<file path="src/rtl/pp_sched_pkg.sv">
// Shared types and elaboration-time helpers for the wavefront scheduler.
// Sizes the counters and checks which lane counts are legal for a given image size.
package pp_sched_pkg;

  typedef enum logic [1:0] {
    ST_IDLE = 2'd0,
    ST_LOAD = 2'd1,
    ST_RUN  = 2'd2,
    ST_FIN  = 2'd3
  } state_e;

  // Ceiling log2 with a floor of one bit so degenerate sizes still get a register.
  function automatic int width_f(input int v);
    int w;
    w = 1;
    while ((32'sd1 <<< w) < v) w = w + 1;
    return w;
  endfunction

  function automatic int steps_f(input int n_col, input int m_row);
    return 2 * (m_row - 1) + n_col;
  endfunction

  // A lane must finish a row before its next row (2*P_NUM steps later) begins.
  function automatic bit legal_f(input int n_col, input int p_num);
    return (n_col <= 2 * p_num);
  endfunction

endpackage

</file>
<file path="src/rtl/pp_lane_tracker.sv">
// One pixel-processor lane: walks the columns of each row assigned to it,
// starting a row when the global step reaches that row's wavefront offset.
module pp_lane_tracker
  import pp_sched_pkg::*;
#(
  parameter int N_COL = 8,
  parameter int M_ROW = 6,
  parameter int P_NUM = 4,
  parameter int LANE  = 0,
  parameter int COL_W = 4,
  parameter int ROW_W = 3,
  parameter int T_W   = 5
) (
  input  logic             clk_i,
  input  logic             rst_n,
  input  logic             clr_i,
  input  logic             adv_i,
  input  logic [T_W-1:0]   step_i,
  output logic             valid_o,
  output logic [COL_W-1:0] col_o,
  output logic [ROW_W-1:0] row_o
);
  localparam int NR_W = width_f(M_ROW + P_NUM + 1);
  localparam logic [NR_W-1:0]  FIRST_ROW = NR_W'(LANE + 1);
  localparam logic [NR_W-1:0]  LAST_ROW  = NR_W'(M_ROW);
  localparam logic [NR_W-1:0]  STRIDE    = NR_W'(P_NUM);
  localparam logic [COL_W-1:0] COL_MAX   = COL_W'(N_COL);

  logic             active_q, active_d;
  logic [COL_W-1:0] col_q, col_d;
  logic [ROW_W-1:0] row_q, row_d;
  logic [NR_W-1:0]  nxt_q, nxt_d;
  logic [T_W:0]     off_s;
  logic             start_s;

  assign off_s   = (T_W+1)'({nxt_q - NR_W'(1), 1'b0});
  assign start_s = (nxt_q <= LAST_ROW) && (off_s == {1'b0, step_i});

  // Lane state register
  always_ff @(posedge clk_i) begin
    if (!rst_n) begin
      active_q <= 1'b0;
      col_q    <= {COL_W{1'b0}};
      row_q    <= {ROW_W{1'b0}};
      nxt_q    <= FIRST_ROW;
    end else begin
      active_q <= active_d;
      col_q    <= col_d;
      row_q    <= row_d;
      nxt_q    <= nxt_d;
    end
  end

  // Continue the current row, open the next one, or go idle
  always_comb begin
    active_d = active_q;
    col_d    = col_q;
    row_d    = row_q;
    nxt_d    = nxt_q;
    if (clr_i) begin
      active_d = 1'b0;
      col_d    = {COL_W{1'b0}};
      row_d    = {ROW_W{1'b0}};
      nxt_d    = FIRST_ROW;
    end else if (adv_i) begin
      if (active_q && (col_q != COL_MAX)) begin
        col_d = col_q + COL_W'(1);
      end else if (start_s) begin
        active_d = 1'b1;
        col_d    = COL_W'(1);
        row_d    = ROW_W'(nxt_q);
        nxt_d    = nxt_q + STRIDE;
      end else begin
        active_d = 1'b0;
        col_d    = {COL_W{1'b0}};
        row_d    = {ROW_W{1'b0}};
      end
    end else begin
      nxt_d = nxt_q;
    end
  end

  assign valid_o = active_q;
  assign col_o   = col_q;
  assign row_o   = row_q;

endmodule

</file>
<file path="src/rtl/pp_wavefront_scheduler.sv">
// Go/Done sequencer for the error-diffusion halftone lanes: row r runs on lane
// (r-1) mod P_NUM, each row trailing the one above by two steps.
module pp_wavefront_scheduler
  import pp_sched_pkg::*;
#(
  parameter int N_COL = 8,
  parameter int M_ROW = 6,
  parameter int P_NUM = 4,
  localparam int COL_W = width_f(N_COL + 1),
  localparam int ROW_W = width_f(M_ROW + 1)
) (
  input  logic                   clk_i,
  input  logic                   rst_n,
  input  logic                   start_i,
  input  logic                   hold_i,
  output logic                   ready_o,
  output logic                   ld_image_o,
  output logic                   ld_values_o,
  output logic                   done_o,
  output logic [P_NUM-1:0]       lane_valid_o,
  output logic [P_NUM*COL_W-1:0] lane_col_o,
  output logic [P_NUM*ROW_W-1:0] lane_row_o
);
  localparam int T_STEPS = steps_f(N_COL, M_ROW);
  localparam int T_W     = width_f(T_STEPS);
  localparam logic [T_W-1:0] T_LAST = T_W'(T_STEPS - 1);

  if (!legal_f(N_COL, P_NUM)) begin : g_illegal
    $error("pp_wavefront_scheduler: N_COL must not exceed 2*P_NUM");
  end

  state_e         state_q, state_d;
  logic [T_W-1:0] t_q, t_d, step_nxt_s;
  logic           ready_q, ready_d, ld_image_q, ld_image_d, done_q, done_d;
  logic           lane_clr_s, lane_adv_s;

  // State, step counter and registered strobes
  always_ff @(posedge clk_i) begin
    if (!rst_n) begin
      state_q    <= ST_IDLE;
      t_q        <= {T_W{1'b0}};
      ready_q    <= 1'b1;
      ld_image_q <= 1'b0;
      done_q     <= 1'b0;
    end else begin
      state_q    <= state_d;
      t_q        <= t_d;
      ready_q    <= ready_d;
      ld_image_q <= ld_image_d;
      done_q     <= done_d;
    end
  end

  // Next state and step
  always_comb begin
    state_d = state_q;
    t_d     = t_q;
    case (state_q)
      ST_IDLE: begin
        if (start_i) state_d = ST_LOAD;
        else         state_d = ST_IDLE;
      end
      ST_LOAD: begin
        state_d = ST_RUN;
        t_d     = {T_W{1'b0}};
      end
      ST_RUN: begin
        if (hold_i) begin
          state_d = ST_RUN;
        end else if (t_q == T_LAST) begin
          state_d = ST_FIN;
          t_d     = {T_W{1'b0}};
        end else begin
          t_d = t_q + T_W'(1);
        end
      end
      ST_FIN:  state_d = ST_IDLE;
      default: state_d = ST_IDLE;
    endcase
  end

  // Strobes for the next cycle, lane control, and the write-back gate
  always_comb begin
    ready_d    = (state_d == ST_IDLE);
    ld_image_d = (state_d == ST_LOAD);
    done_d     = (state_d == ST_FIN);
    lane_clr_s = (state_d != ST_RUN);
    lane_adv_s = 1'b0;
    step_nxt_s = {T_W{1'b0}};
    if (state_q == ST_LOAD) begin
      lane_adv_s = 1'b1;
    end else if ((state_q == ST_RUN) && !hold_i) begin
      lane_adv_s = 1'b1;
      step_nxt_s = t_q + T_W'(1);
    end else begin
      lane_adv_s = 1'b0;
    end
    ld_values_o = (state_q == ST_RUN) && (|lane_valid_o) && !hold_i;
  end

  for (genvar p = 0; p < P_NUM; p++) begin : g_lane
    pp_lane_tracker #(
      .N_COL(N_COL), .M_ROW(M_ROW), .P_NUM(P_NUM), .LANE(p),
      .COL_W(COL_W), .ROW_W(ROW_W), .T_W(T_W)
    ) u_lane (
      .clk_i  (clk_i),
      .rst_n  (rst_n),
      .clr_i  (lane_clr_s),
      .adv_i  (lane_adv_s),
      .step_i (step_nxt_s),
      .valid_o(lane_valid_o[p]),
      .col_o  (lane_col_o[p*COL_W +: COL_W]),
      .row_o  (lane_row_o[p*ROW_W +: ROW_W])
    );
  end

  assign ready_o    = ready_q;
  assign ld_image_o = ld_image_q;
  assign done_o     = done_q;

endmodule

</file>
<file path="config.mk">
export PLATFORM = sky130hd
export DESIGN_NAME = pp_wavefront_scheduler
export DESIGN_NICKNAME = d
export VERILOG_FILES = /design/src/rtl/pp_sched_pkg.sv /design/src/rtl/pp_lane_tracker.sv /design/src/rtl/pp_wavefront_scheduler.sv
export SDC_FILE = /design/constraint.sdc
export NUM_CORES = 1
export LEC_CHECK = 0
export CORE_MARGIN = 8
export CORE_UTILIZATION = 44
export CTS_CLUSTER_SIZE = 14
export DETAILED_ROUTE_END_ITERATION = 7
export PLACE_DENSITY = 0.74
export RECOVER_POWER = 50
export SLEW_MARGIN = 20
export SYNTH_ARGS = -nofsm -noshare
export SYNTH_HDL_FRONTEND = slang
export SYNTH_SLANG_ARGS = --single-unit
</file>
<file path="constraint.sdc">
create_clock -name clk_i -period 2.6 [get_ports clk_i]
set_input_delay 0.52 -clock clk_i [delete_from_list [all_inputs] [get_ports clk_i]]
set_output_delay 0.52 -clock clk_i [all_outputs]
set_load 0.03 [all_outputs]
</file>
# Word-level counts from Yosys, hierarchy flattened
# Cells that the tools add are included.
# word_totals
regBits	58
in_bits	4
wordCells	112
# classes
add_sub_neg	13
magnitude_cmp	4
eq_ne	16
n_mux	27
n_bitwise	5
n_reduce_logical	26
# op_table
op	n
$eq 5x5->1	4
$mux 5	4
$add 4x1->4 const B	4
$add 4x3->4 const B	4
$le 4x3->1 const B	4
$mux 4	4
$ne 4x4->1 const B	4
$sub 4x1->4 const B	4
$mux 3	4
$reduce_and 3->1	4
$logic_and 1x1->1	11
$mux 1	11
$pmux 5 s2	1
$reduce_and 2->1	5
$pmux 2 s4	1
$eq 2x2->1 const B	3
$add 5x1->5 const B	1
$eq 5x5->1 const B	1
$not 1->1	5
$eq 2x1->1 const B	2
$logic_not 2->1	2
$mux 2	2
$ne 2x2->1 const B	2
$reduce_or 4->1	1
3 further kinds	3

# Longest topological paths before layout
# depth
depth_word	8
mapped_depth	8
ltp_nobuf	8

# Modules after synthesis
# From an unflattened synthesis, not the netlist that was laid out.
# unflattened
hier_cells	280
area_unflattened_um2	2427.3
# modules_own_cells
mod	instances	cells_per_inst	area_each_um2	seq_area_each_um2
pp_wavefront_scheduler	1	66	568.0	200.2
pp_lane_tracker at g_lane[2].u_lane	1	59	531.8	160.2
pp_lane_tracker at g_lane[1].u_lane	1	52	461.7	160.2
pp_lane_tracker at g_lane[3].u_lane	1	53	446.7	160.2
pp_lane_tracker at g_lane[0].u_lane	1	50	419.2	160.2

# Worst setup path after synthesis
# No wires, ideal clock.
# synth_path
path_type	register to register
start	register t_q[0]
end	register g_lane[2].u_lane.nxt_q[2]
setup_time_ps	80
arrival_time_ps	1856
t_required_ps	2520
path_slack_ps	664
stages_incl_launch_ff	8
path_buffers	0
path_cell_list	dfxtp_1 ha_1 xor2_1 nand3_2 or3b_4 a21oi_4 nor2_1 a211oi_2
# synth_between
elab_chain_cells	6
elab_cells_between_ends	12
classes_between	1 x add/sub; 3 x eq/ne; 5 x mux; 3 x reduce/logical
# synth_rtl
item	line_no	source
start, declared	pp_wavefront_scheduler.sv:33	logic [T_W-1:0] t_q, t_d, step_nxt_s;
start signal, assigned	pp_wavefront_scheduler.sv:41	t_q <= {T_W{1'b0}};
start signal, assigned	pp_wavefront_scheduler.sv:47	t_q <= t_d;
$add 5x1->5 or $eq 5x5->1 (tied branches)	pp_wavefront_scheduler.sv:94, pp_wavefront_scheduler.sv:70	
$mux 5 or $mux 2 (tied branches)	pp_wavefront_scheduler.sv:92, pp_wavefront_scheduler.sv:70	
$mux 5 or $mux 2 (tied branches)	pp_wavefront_scheduler.sv:90, pp_wavefront_scheduler.sv:68	
$eq 5x5->1 or $pmux 2 s4 (tied branches)	pp_lane_tracker.sv:37, pp_wavefront_scheduler.sv:58	
$logic_and 1x1->1 or $ne 2x2->1 (tied branches)	pp_lane_tracker.sv:37, pp_wavefront_scheduler.sv:87	
$reduce_and 3->1 (no source line) or $reduce_or 2->1 (tied branches)	--	
end signal, assigned	pp_lane_tracker.sv:50	nxt_q <= nxt_d;
end, declared	pp_lane_tracker.sv:32	logic [NR_W-1:0] nxt_q, nxt_d;
# Several ways; a longest one is shown, not always the timed one.
# A chain may end at the register's enable or synchronous reset.

# Worst setup path after layout
# layout_path
start	input hold_i
end	output ld_values_o
# layout_between
elab_chain_cells	2
# layout_rtl
item	line_no	source
start, declared	pp_wavefront_scheduler.sv:15	input logic hold_i,
$logic_not 1->1	pp_wavefront_scheduler.sv:98	ld_values_o = (state_q == ST_RUN) && (|lane_valid_o) && !hold_i;
$logic_and 1x1->1	pp_wavefront_scheduler.sv:98	
end, declared	pp_wavefront_scheduler.sv:18	output logic ld_values_o,
# No other way between the ends.

==> run metrics <==
syn avg cell area=about 8.1 um^2; setup ws final=0.193 ns; global-route wire length before repair=8810 um; via count=roughly 2.0k; die width=between 80 and 90 um; Worst setup SP type=input port; Routed Antenna Nets=0; cells taking the most area after synthesis=dfxtp_1 (36%), ha_1 (6.4%), a21oi_1 (5.5%), nor2_1 (5.1%), nand2_1 (4.8%); unrepaired setup endpoints after global routing=false; worst slew pin tran=a little over 0.6 ns; most common cell in the netlist=dfxtp_1; Clock transition at path regs=approximately 0.08 ns; Max Freq=about 0.42 GHz; hold-fix buffer count after cts=0; core area=between 5000 and 6000 um^2; HPWL after detailed placement=3850 um; vias in the first global route=between 1.5k and 2k; worst path cell trace=dlygate4sd3_1 > or2_1 > nor2_1 > buf_4; Via-to-Cell Ratio=around 5.3; Synth Warn #=0; drt first-iter violations=63; dpl cell area=around 2700 um^2; synth-to-layout area growth=18.3%; Row Count=26; crit path max fanout=7; initial antenna violation count=0; fraction of registers with async set/reset=0%; Max stage delay on crit path=0.64 ns; Routed WL=slightly above 5000 um; DRC viols=0; initial core utilization=between 40% and 50%; TritonCTS Sinks=42; die area=7930 um^2; Hold Path Class=reg -> reg; Seq/Total Area, Yosys=35.8%; min cycle time layout=around 2.4 ns; number of flops mapped to enable cells by yosys=0; Initial DRT Pass Iterations=4; io pins=40; post-synth cell types=50; Fill cells=492; Synth top area share=between 30% and 40%; Post-Synthesis Cell Area=between 2000 and 2500 um^2; CTS buffer count=5; setup_tns=0 ns; P_leak=roughly 1.1 nW; H-tree Lvls=2; GRT overflow=0; Crit. End Element=output port; Relative slew margins=59.2%; Worst EP required=~2.1 ns; clk_lat worst skew=just under 0.3 ns; post-synth top area cell=dfxtp_1; synth cell count leaders=dfxtp_1 (42), nor2_1 (32), nand2_1 (30); Final Non-Filler Cells=a little under 400; Main synth FF type=dfxtp_1; Finish-stage setup viols=0; Pwr Density=roughly 430 nW/um^2; post-CTS sizing=0; max-slew violations=0; Routed wire per std cell=~13 um; number of port buffers=35; number of setup buffers added after CTS=0; post-route clock period utilization=between 90 and 100%; Layout Skew=around 0.0034 ns; worst-case vdd ir drop=between 0.15 and 0.2 mV; final design utilization=a little over half; Mapped Cells=289; layout cells sized above 1=under 10%; GRT Total Usage=between 10 and 15%; CTS tree=done; Root Driver=clkbuf_8; fin nets=~330; diodes inserted=0; Final Instance Area=2780 um^2; # Max-Cap Violations=0; final hold vios=0; CTS max path bufs=2; largest net degree at the start of global routing=29; Die H=89.0 um; Seq cells post-synth=42; Final Power=between 1 and 1.5 mW; status=finished clean; CP arrival=about 1.9 ns; slowest CP cell=dlygate4sd3_1; gpl congestion=~0.78; worst setup path category=in -> out; Hold WS=approximately 0.48 ns; post-place setup slack=roughly 0.16 ns; placed cell count=approximately 380
[cell type report]
cell class	count	area, um^2	share of cell area [%]
flip-flops and latches	42	841	30.3
clock inverters	1	5.00	0.180
clock buffers	7	86.3	3.11
inverters	13	48.8	1.76
repair buffers	41	393	14.1
well taps	70	87.6	3.15
multi-input cells	213	1320	47.4
[critical path: cells and delay by family]
family                 cells  cell delay [ns]
buffers and inverters      2             0.82
and+or+nand+nor            2             0.54
[layout by cell type, fill, tap and decap left out, types with 2 or more instances in the layout]
master	n
a31oi_1	2
nor2b_1	6
ha_1	12
and3_1	2
clkbuf_8	6
conb_1	4
buf_4	7
nor3_1	7
nand2b_1	3
nand3b_1	2
nor4_1	2
o21ai_1	3
mux2i_1	2
o21a_1	4
and2_0	2
dfxtp_1	42
nor4_2	2
o22ai_1	3
inv_1	13
nand3_1	10
nand2_1	30
nor3b_1	2
and2_1	2
a22oi_1	4
nand4_1	3
nor2_1	32
o21ai_0	14
clkdlybuf4s50_1	2
xnor2_1	5
o31ai_1	3
a21oi_1	26
dlygate4sd3_1	32
xor2_1	8
[logic make-up (layout without fill, tap and decap cells)]
| logic type | Yosys count | in the layout | share of synthesized area (%) |
|---|---|---|---|
| simple gates | 115 | 115 | 25.7 |
| compound gates | 66 | 66 | 17.2 |
| flops | 42 | 42 | 35.8 |
| buf+inv | 37 | 62 | 8.58 |
| xor+xnor | 13 | 13 | 4.85 |
| fa+ha+maj | 12 | 12 | 6.40 |
| mux | 3 | 3 | 1.33 |
| other cells | 1 | 4 | 0.160 |
[power breakdown]
| part | internal, mW | switching (mW) | leakage, nW |
|---|---|---|---|
| logic | 0.0353 | 0.0719 | 0.689 |
| registers | 0.651 | 0.00866 | 0.339 |
| clock network | 0.214 | 0.216 | 0.0482 |
| total | 0.900 | 0.296 | 1.08 |
[registers in the layout, summed over array words and instances (netlist names)]
register,count
g_lane.u_lane.valid_o,1
ready_o,1
t_q,5
done_o,1
g_lane.u_lane.col_o,16
g_lane.u_lane.nxt_q,8
ld_image_o,1
state_q,2
g_lane.u_lane.row_o,7
[worst paths after layout]
check / end / slack [ns] / start / depth (start not counted)
min reg2reg: g_lane[3].u_lane.row_o[2] / 0.48 / g_lane[3].u_lane.row_o[2] / 2
max: ld_values_o / 0.19 / hold_i / 4
max reg2reg: g_lane[1].u_lane.nxt_q[3] / 0.25 / t_q[0] / 7
min: g_lane[3].u_lane.row_o[2] / 0.48 / g_lane[3].u_lane.row_o[2] / 2
[metal layers]
layer	vias up	wire (um)	track usage, %
li1	1033	-	-
met1	936	2400	16.7
met2	53	2370	22.6
met3	11	318	3.40
met4	0	110	7.10
met5	-	0	0
(Power assumes the default switching activity.)
